--- src/rtl/ysyx_23060203_pkg.sv ---
// Shared core constants: register address width and architectural register
// counts for the RV32I and RV32E profiles.
package ysyx_23060203_pkg;
    localparam int REG_ADDR_W   = 5;
    localparam int REG_SLOTS    = 1 << REG_ADDR_W;
    localparam int NR_REG_RV32I = 32;
    localparam int NR_REG_RV32E = 16;
endpackage

--- src/rtl/regfile_sb_if.sv ---
// Issue/read/writeback bundle between the pipeline (master) and the
// scoreboarded register file (slave).
interface regfile_sb_if #(
    parameter int XLEN  = 32,
    parameter int NR_RD = 2
);
    import ysyx_23060203_pkg::*;

    logic [REG_ADDR_W*NR_RD-1:0] raddr;
    logic [XLEN*NR_RD-1:0]       rdata;
    logic [NR_RD-1:0]            rbusy;
    logic [NR_RD-1:0]            rbad;
    logic                        issue_valid;
    logic [REG_ADDR_W-1:0]       issue_rd;
    logic                        issue_ready;
    logic                        wb_en;
    logic [REG_ADDR_W-1:0]       wb_addr;
    logic [XLEN-1:0]             wb_data;
    logic                        flush;

    modport master (
        output raddr, issue_valid, issue_rd, wb_en, wb_addr, wb_data, flush,
        input  rdata, rbusy, rbad, issue_ready
    );

    modport slave (
        input  raddr, issue_valid, issue_rd, wb_en, wb_addr, wb_data, flush,
        output rdata, rbusy, rbad, issue_ready
    );
endinterface

--- src/rtl/regfile_sb_cnt.sv ---
// Saturating up/down counter of in-flight writes for one register.
// Simultaneous inc and dec cancel; clr wins over both.
module regfile_sb_cnt #(
    parameter int CNT_W = 2
) (
    input  logic             clk,
    input  logic             rstn,
    input  logic             inc,
    input  logic             dec,
    input  logic             clr,
    output logic [CNT_W-1:0] cnt
);
    localparam logic [CNT_W-1:0] CNT_MAX = '1;

    logic [CNT_W-1:0] cnt_d, cnt_q;

    always_comb begin
        cnt_d = cnt_q;
        if (clr) begin
            cnt_d = '0;
        end else if (inc && !dec && cnt_q != CNT_MAX) begin
            cnt_d = cnt_q + CNT_W'(1);
        end else if (dec && !inc && cnt_q != '0) begin
            cnt_d = cnt_q - CNT_W'(1);
        end
    end

    always_ff @(posedge clk or negedge rstn) begin
        if (!rstn) begin
            cnt_q <= '0;
        end else begin
            cnt_q <= cnt_d;
        end
    end

    assign cnt = cnt_q;
endmodule

--- src/rtl/regfile_sb.sv ---
// Integer register file with per-register pending-write counters,
// same-cycle writeback bypass and flush for the pipelined core.
module regfile_sb
    import ysyx_23060203_pkg::*;
#(
    parameter int NR_REG = 32,
    parameter int XLEN   = 32,
    parameter int NR_RD  = 2,
    parameter int CNT_W  = 2
) (
    input  logic         clk,
    input  logic         rstn,
    regfile_sb_if.slave  bus
);
    typedef logic [REG_ADDR_W-1:0] addr_t;

    localparam logic [CNT_W-1:0] CNT_MAX = '1;

    function automatic logic addr_ok(input addr_t a);
        return int'(a) < NR_REG;
    endfunction

    function automatic logic addr_wr(input addr_t a);
        return addr_ok(a) && (a != '0);
    endfunction

    // Storage spans the full address space; slots 0 and >= NR_REG are never written.
    logic [XLEN-1:0]  rf_d [REG_SLOTS];
    logic [XLEN-1:0]  rf_q [REG_SLOTS];
    logic [CNT_W-1:0] cnt  [REG_SLOTS];
    logic             rel;
    logic             fire;
    logic             issue_ready;

    assign rel = bus.wb_en && addr_wr(bus.wb_addr);

    always_comb begin
        rf_d = rf_q;
        if (rel) begin
            rf_d[bus.wb_addr] = bus.wb_data;
        end
    end

    always_ff @(posedge clk or negedge rstn) begin
        if (!rstn) begin
            rf_q <= '{default: '0};
        end else begin
            rf_q <= rf_d;
        end
    end

    // A full counter can still take a reservation when the same register retires this cycle.
    assign issue_ready = (cnt[bus.issue_rd] != CNT_MAX) || (rel && bus.wb_addr == bus.issue_rd);
    assign bus.issue_ready = issue_ready;
    assign fire = bus.issue_valid && issue_ready && addr_wr(bus.issue_rd);

    for (genvar i = 0; i < REG_SLOTS; i++) begin : g_cnt
        if (i > 0 && i < NR_REG) begin : g_live
            regfile_sb_cnt #(.CNT_W(CNT_W)) u_cnt (
                .clk  (clk),
                .rstn (rstn),
                .inc  (fire && bus.issue_rd == addr_t'(i)),
                .dec  (rel && bus.wb_addr == addr_t'(i)),
                .clr  (bus.flush),
                .cnt  (cnt[i])
            );
        end else begin : g_tie
            assign cnt[i] = '0;
        end
    end

    // Sources are read against pre-issue counters; a hit consumes one pending write.
    for (genvar p = 0; p < NR_RD; p++) begin : g_rd
        addr_t a;
        logic  hit;

        assign a   = bus.raddr[REG_ADDR_W*p +: REG_ADDR_W];
        assign hit = rel && (bus.wb_addr == a);

        assign bus.rdata[XLEN*p +: XLEN] = (!rstn || !addr_wr(a)) ? '0 :
                                           hit ? bus.wb_data : rf_q[a];
        assign bus.rbusy[p] = addr_wr(a) && (hit ? (cnt[a] > CNT_W'(1)) : (cnt[a] != '0));
        assign bus.rbad[p]  = !addr_ok(a);
    end
endmodule
--- src/flat_wrapper.sv ---
// flat-port wrapper written by rule: the top's interface ports become plain ports
module regfile_sb_flat import ysyx_23060203_pkg::*;
#(
    parameter int NR_REG = 32,
    parameter int XLEN   = 32,
    parameter int NR_RD  = 2,
    parameter int CNT_W  = 2
)
  (clk, rstn, bus_raddr, bus_issue_valid, bus_issue_rd, bus_wb_en, bus_wb_addr, bus_wb_data, bus_flush, bus_rdata, bus_rbusy, bus_rbad, bus_issue_ready);
  regfile_sb_if #(.XLEN(XLEN), .NR_RD(NR_RD)) bus_i ();
  input  logic clk;
  input  logic rstn;
  input wire logic [$bits(bus_i.raddr)-1:0] bus_raddr;
  input wire logic [$bits(bus_i.issue_valid)-1:0] bus_issue_valid;
  input wire logic [$bits(bus_i.issue_rd)-1:0] bus_issue_rd;
  input wire logic [$bits(bus_i.wb_en)-1:0] bus_wb_en;
  input wire logic [$bits(bus_i.wb_addr)-1:0] bus_wb_addr;
  input wire logic [$bits(bus_i.wb_data)-1:0] bus_wb_data;
  input wire logic [$bits(bus_i.flush)-1:0] bus_flush;
  output wire logic [$bits(bus_i.rdata)-1:0] bus_rdata;
  output wire logic [$bits(bus_i.rbusy)-1:0] bus_rbusy;
  output wire logic [$bits(bus_i.rbad)-1:0] bus_rbad;
  output wire logic [$bits(bus_i.issue_ready)-1:0] bus_issue_ready;
  assign bus_i.raddr = bus_raddr;
  assign bus_i.issue_valid = bus_issue_valid;
  assign bus_i.issue_rd = bus_issue_rd;
  assign bus_i.wb_en = bus_wb_en;
  assign bus_i.wb_addr = bus_wb_addr;
  assign bus_i.wb_data = bus_wb_data;
  assign bus_i.flush = bus_flush;
  assign bus_rdata = bus_i.rdata;
  assign bus_rbusy = bus_i.rbusy;
  assign bus_rbad = bus_i.rbad;
  assign bus_issue_ready = bus_i.issue_ready;
  regfile_sb #(.NR_REG(NR_REG), .XLEN(XLEN), .NR_RD(NR_RD), .CNT_W(CNT_W)) u_core (.clk(clk), .rstn(rstn), .bus(bus_i));
endmodule
--- config.mk ---
export PLATFORM = sky130hd
export DESIGN_NAME = regfile_sb_flat
export DESIGN_NICKNAME = d
export VERILOG_FILES = /design/src/rtl/ysyx_23060203_pkg.sv /design/src/rtl/regfile_sb_if.sv /design/src/rtl/regfile_sb_cnt.sv /design/src/rtl/regfile_sb.sv /design/src/flat_wrapper.sv
export SDC_FILE = /design/constraint.sdc
export NUM_CORES = 2
export LEC_CHECK = 0
export CORE_MARGIN = 3
export CORE_UTILIZATION = 35
export DETAILED_ROUTE_END_ITERATION = 8
export PLACE_DENSITY = 0.5
export SLEW_MARGIN = 20
export SYNTH_ARGS = -nofsm -noshare
export SYNTH_HDL_FRONTEND = slang
export SYNTH_HIERARCHICAL = 1
export SYNTH_SLANG_ARGS = --single-unit
export TNS_END_PERCENT = 50
--- constraint.sdc ---
create_clock -name clk -period 5.2 [get_ports clk]
set_clock_uncertainty 0.15 [all_clocks]
set_input_delay 1.04 -clock clk [delete_from_list [all_inputs] [get_ports clk]]
set_output_delay 1.04 -clock clk [all_outputs]
set_load 0.01 [all_outputs]
# Word-level counts from Yosys, hierarchy flattened
# Cells that the tools add are included.
dict set report word_totals {
  reg_bits 1086
  wordCells 681
}
dict set report classes {
  n_addsub 62
  magnitude_cmp 7
  eq_ne 97
  mux 117
  bitwise 4
  reduce_logical 331
}
# operator n
set op_table {}
lappend op_table {{$bwmux 1024} 1}
lappend op_table {{$bmux 32 s5} 2}
lappend op_table {{$mux 32} 9}
lappend op_table {{$mux 2} 99}
lappend op_table {{$logic_and 1x1->1} 195}
lappend op_table {{$demux 32 s5} 1}
lappend op_table {{$eq 5x5->1 const B} 32}
lappend op_table {{$reduce_bool 3->1} 31}
lappend op_table {{$eq 5x4->1 const B} 16}
lappend op_table {{$reduce_bool 2->1} 33}
lappend op_table {{$logic_not 1->1} 65}
lappend op_table {{$ne 2x2->1 const B} 32}
lappend op_table {{$add 2x1->2 const B} 31}
lappend op_table {{$sub 2x1->2 const B} 31}
lappend op_table {{$eq 5x3->1 const B} 8}
lappend op_table {{$bmux 2 s5} 3}
lappend op_table {{$ge 6x6->1 const B} 4}
lappend op_table {{$not 5->6} 4}
lappend op_table {{$eq 5x2->1 const B} 4}
lappend op_table {{$reduce_bool 5->1} 4}
lappend op_table {{$eq 5x5->1} 3}
lappend op_table {{$eq 5x1->1 const B} 2}
lappend op_table {{$lt 6x1->1 const B} 1}
lappend op_table {{$gt 2x1->1 const B} 2}
lappend op_table {{2 further kinds} 5}

# Depth between registers and ports, before layout
dict set report logic_depth {
  ltp_word 15
  ltp_mapped 12
  depth_no_buf 8
}

# By module
# Netlist, hierarchy kept.
# mod n_inst cells_per_inst area_each_um2 seq_area_each_um2
set by_module_without_submodules {}
lappend by_module_without_submodules {regfile_sb 1 3988 56764.4 25624.6}
lappend by_module_without_submodules {{regfile_sb_cnt (u_core.g_cnt[10].g_live.u_cnt ...)} 30 12 106.4 50.0}
lappend by_module_without_submodules {{regfile_sb_cnt (u_core.g_cnt[8].g_live.u_cnt)} 1 12 113.9 50.0}

# Worst setup path after synthesis
# OpenSTA, ideal clock, no wires.
dict set report synth_timing {
  kind {in2out}
  startpoint {in bus_raddr[0]}
  endpoint {out bus_rdata[1]}
  arrival_ns 3.108
  required_time_ns 4.010
  setup_slack_ns 0.902
  path_stages 8
  cell_sequence {clkbuf_1 buf_2 buf_2 buf_2 mux4_2 a211oi_1 a211oi_1 a211o_1}
}
dict set report synth_between {
  elab_chain_cells 6
  word_cells_on_any_way 11
  classes_between {1 x eq/ne; 5 x mux; 1 x bitwise; 4 x reduce/logical}
}
# element line_no
set synth_lines {}
lappend synth_lines {{start, declared} flat_wrapper.sv:13} ;# input wire logic [$bits(bus_i.raddr)-1:0] bus_raddr;
lappend synth_lines {{$not 5->6 (implied by the code)} regfile_sb.sv:81} ;# hit ? bus.wb_data : rf_q[a];
lappend synth_lines {{$bmux 32 s5} regfile_sb.sv:81}
lappend synth_lines {{$mux 32 (implied by the code) (2 in series)} regfile_sb.sv:81}
lappend synth_lines {{$mux 32} regfile_sb.sv:81}
lappend synth_lines {{$mux 32 (*)} regfile_sb.sv:80} ;# assign bus.rdata[XLEN*p +: XLEN] = (!rstn || !addr_wr(a)) ? '0 :
lappend synth_lines {{end, declared} flat_wrapper.sv:20} ;# output wire logic [$bits(bus_i.rdata)-1:0] bus_rdata;
# Mark *: on every way between the ends. The rest lies on a longest branch, timed or not. The select of a mux whose other input is x is not followed.

# Worst setup path in the final report
dict set report layout_timing {
  startpoint {in bus_wb_addr[2]}
  endpoint {out bus_rdata[12]}
}
dict set report layout_between {
  elab_chain_cells 5
  word_cells_on_any_way 6
  classes_between {1 x eq/ne; 2 x mux; 3 x reduce/logical}
}
# element line_no
set layout_lines {}
lappend layout_lines {{start, declared} flat_wrapper.sv:17} ;# input wire logic [$bits(bus_i.wb_addr)-1:0] bus_wb_addr;
lappend layout_lines {{$reduce_bool 5->1} regfile_sb.sv:24} ;# return addr_ok(a) && (a != '0);
lappend layout_lines {{$logic_and 1x1->1} regfile_sb.sv:35} ;# assign rel = bus.wb_en && addr_wr(bus.wb_addr);
lappend layout_lines {{$logic_and 1x1->1 (*)} regfile_sb.sv:78} ;# assign hit = rel && (bus.wb_addr == a);
lappend layout_lines {{$mux 32 (*)} regfile_sb.sv:81}
lappend layout_lines {{$mux 32 (*)} regfile_sb.sv:80}
# Mark *: on every way between the ends. The rest lies on a longest branch, timed or not.

==> results.ini <==
[outcome]
status=complete, no violations

[finish]
multiInputGateArea_um2=31100
finish.net_count=4513
area.sequential_um2=27200
layout-area-overhead-vs-synth_pct=16.5
final_layout_size_suffix_gt1_share_pct=46.2
fillers=15700
fin_area_um2=70000
post-route-util_pct=41.2

[die]
coreArea_um2=170000
start_util_pct=35.3
floorplan.die.width_um=420
design.die.area_um2=177000
row_count=151
die_h_um=420
design.portCount=126

[clock_network]
insertion_delay_of_the_later_clocked_pin_in_the_worst_skew_pair_ns=0.78
tritoncts_buffers=130
tritoncts=yes
clock_tree.htree_level_count=4
cts.sinks=1086
worst_setup_hold_path_clk_slew_ns=0.06
worst_case_clock_buffer_depth=3
ctsRootBufferMaster=sky130_fd_sc_hd__clkbuf_16

[detailed_routing]
dr.pass1.iters=5
route.vias.total=41300
dr.first_iter.drc_count=3699
number_of_remaining_drc_errors=0
antenna_violating_nets_post_route=0
wl_per_cell_um=32.7
routed_wl_um=222000
post_drt_via_cell_ratio=6.10

[yosys]
synth-seq-area-share_pct=45.2
postSynth.asyncResetShare_pct=100
synth_largest_area_cell=sky130_fd_sc_hd__dfrtp_1
synth_area_leaders=sky130_fd_sc_hd__dfrtp_1, sky130_fd_sc_hd__mux4_2, sky130_fd_sc_hd__mux2_2, sky130_fd_sc_hd__nand2_1, sky130_fd_sc_hd__clkbuf_1
synth_common_cells=sky130_fd_sc_hd__dfrtp_1, sky130_fd_sc_hd__mux2_2, sky130_fd_sc_hd__mux4_2
ys_warn_count=6
yosys_register_bits=1086
synthesis.area_um2=60100
yosysUniqueCellTypes=62
yosys.cell_count.top_type=sky130_fd_sc_hd__dfrtp_1
synth_edf_count=0
synth_top_area_share_pct=45.2
synth_top_flop_cell=sky130_fd_sc_hd__dfrtp_1
syn-instance-count=4360
post_synth.cell_area_avg_um2=13.8

[timing]
final_max_slew_violation_count=0
fin_crit_sh_pct=98.8
setup_viol_count_final=0
worstMarginPinSlew_ns=1.11
holdWs_ns=0.240
timing.fmax_mhz=195
hold_violations=0
rsz0062_at_grt=no
worst_slew_margin_rel_pct=25.7
final_period_minus_worst_setup_slack_ns=5.14

[power_and_ir_drop]
combinationalPowerShare_pct=20.6
power_frac_clock_pct=36.0
sw_ratio_pct=27.9
total_leakage_power_uw=0.0300
vdd_drop_max_uv=316
seq_power_share_pct=43.4
power.net_switching_uw=7110
internal-power_uw=18300
pwr_density_cell_nw_per_um2=364

[global_route]
grt.overflow.total=0
grt_first_pass_wirelength_um=319000
vias_in_the_first_global_route=42200
grt_antenna_before_repair=3
gr-usage-all-layers_pct=25.2
grt_start_max_net_pins=158

[placement]
global_placement_routability_congestion=0.820
post-dp-hpwl_um=139000
buffer_ports.inserted=123
placement.cell_area_um2=65700

[critical_path]
timing.rr.start=u_core/g_cnt[15].g_live.u_cnt/cnt[0]
worstPathArrival_ns=3.95
endpoint_kind=primary output
cp_data_required_time_ns=4.01
cp-start-kind=primary input
r2r_end=u_core/g_cnt[2].g_live.u_cnt/cnt[0]
worst-r2r-setup-slack_ns=1.81
ff2ff_path_depth=8
critical_path.max_fanout=12
worstSetupPathType=in2out

[hold_path]
hold_path_class=in2async

[run]
max_cap_violation_count=0

## layer usage
metal | global-route usage (%) | vias to the layer above | routed length, um
met3 | 4.27 | 346 | 13500
met1 | 34.6 | 22600 | 95200
met4 | 9.41 | 0 | 8860
met5 | 0 | - | 0
li1 | - | 16900 | -
met2 | 40.0 | 1535 | 104000
## state kept, by name (all words and copies together) (netlist names)
name,cells
u_core/g_cnt.g_live.u_cnt/cnt,62
u_core/rf_q,1024
## worst max path at each step
stage	start	end	slack [ns]
floorplan	bus_raddr[0]	bus_rdata[1]	0.90
detailed placement	bus_wb_addr[3]	bus_rdata[0]	-0.13
CTS	bus_wb_addr[2]	bus_rdata[13]	0.005
finish	bus_wb_addr[2]	bus_rdata[12]	0.06
global route	bus_wb_addr[2]	bus_rdata[25]	0.002
global placement	bus_wb_addr[3]	bus_rdata[0]	-0.13
## what timing repair did
item / in CTS / in global routing
hold endpoints to repair: 0 / 0
setup buffers: 3 / 0
resized for setup: 7 / 3
setup endpoints to repair: 9 / 15
pin swaps: 0 / 1
hold buffers: 0 / 0
## cells by family after synthesis
kind of cell | count (synthesis) | synth area share (%)
buffers and inverters | 492 | 3.48
AOI/OAI and AO/OA | 426 | 5.48
and+or+nand+nor | 801 | 5.88
DFF | 1086 | 45.2
muxes | 1539 | 39.7
xor gates and xnor gates | 15 | 0.219
other | 1 | 0.00624
## layout by cell type, fill, tap and decap left out, types with 10 or more instances in the layout
cell / synthesis / routed
sky130_fd_sc_hd__nor2_4: 0 / 14
sky130_fd_sc_hd__a21oi_1: 62 / 62
sky130_fd_sc_hd__o22ai_1: 64 / 64
sky130_fd_sc_hd__nor2_1: 85 / 71
sky130_fd_sc_hd__clkbuf_8: 8 / 23
sky130_fd_sc_hd__mux4_2: 583 / 583
sky130_fd_sc_hd__inv_1: 24 / 19
sky130_fd_sc_hd__xnor2_1: 12 / 12
sky130_fd_sc_hd__clkinv_2: 0 / 23
sky130_fd_sc_hd__a2bb2oi_1: 32 / 32
sky130_fd_sc_hd__nand3_1: 19 / 17
sky130_fd_sc_hd__a311oi_1: 63 / 62
sky130_fd_sc_hd__mux2i_1: 52 / 52
sky130_fd_sc_hd__nand3b_1: 35 / 35
sky130_fd_sc_hd__clkbuf_1: 302 / 32
sky130_fd_sc_hd__nor2b_1: 71 / 70
sky130_fd_sc_hd__clkdlybuf4s50_1: 0 / 103
sky130_fd_sc_hd__or2_2: 35 / 33
sky130_fd_sc_hd__nor3_1: 10 / 10
sky130_fd_sc_hd__buf_12: 0 / 82
sky130_fd_sc_hd__buf_4: 4 / 231
sky130_fd_sc_hd__clkbuf_16: 0 / 133
sky130_fd_sc_hd__nand2_4: 0 / 12
sky130_fd_sc_hd__a211oi_1: 80 / 79
sky130_fd_sc_hd__a22o_1: 32 / 31
sky130_fd_sc_hd__mux2_2: 903 / 903
sky130_fd_sc_hd__dfrtp_1: 1086 / 1086
sky130_fd_sc_hd__a211o_1: 32 / 30
sky130_fd_sc_hd__nand2_1: 516 / 501
sky130_fd_sc_hd__a41oi_1: 32 / 32
## layout make-up
type / count / area share [%]
timing repair buffer: 431 / 6.56
clock inverter: 42 / 0.626
sequential: 1086 / 38.8
tap: 2218 / 3.97
multi-input combinational: 2783 / 44.5
clock buffer: 188 / 5.38
inverter: 24 / 0.132
antenna: 3 / 0.0107
## power groups by stage
| stage | clock network, uW | logic (uW) | registers, uW |
|---|---|---|---|
| after global routing | 9700 | 5590 | 11200 |
| after detailed placement | 0 | 5260 | 11200 |
| after CTS | 9380 | 5290 | 11000 |
| after floorplan | 0 | 3700 | 10800 |
| after global placement | 0 | 5210 | 11100 |
| final | 9170 | 5240 | 11000 |
## worst max-delay path, cell delays in order
cell	delay, ns
sky130_fd_sc_hd__clkdlybuf4s50_1	0.51
sky130_fd_sc_hd__buf_12	0.15
sky130_fd_sc_hd__xnor2_1	0.13
sky130_fd_sc_hd__nand4_1	0.21
sky130_fd_sc_hd__buf_4	0.21
sky130_fd_sc_hd__or3_1	0.37
sky130_fd_sc_hd__nor2_4	0.16
sky130_fd_sc_hd__buf_12	0.20
sky130_fd_sc_hd__buf_12	0.18
sky130_fd_sc_hd__a211o_4	0.19
sky130_fd_sc_hd__clkdlybuf4s50_1	0.55
## metrics by stage
| stage | TNS, ns | instances | worst slack (ns) | power [uW] |
|---|---|---|---|---|
| finish | 0 | 6775 | 0.0627 | 25500 |
| global route | 0 | 6773 | 0.00248 | 26500 |
| CTS | 0 | 6772 | 0.00536 | 25700 |
| detailed placement | -0.287 | 6539 | -0.133 | 16400 |
| global placement | -0.281 | 6539 | -0.125 | 16300 |
| floorplan | 0 | 4361 | 0.902 | 14500 |
Power figures use the tool's default switching activity.
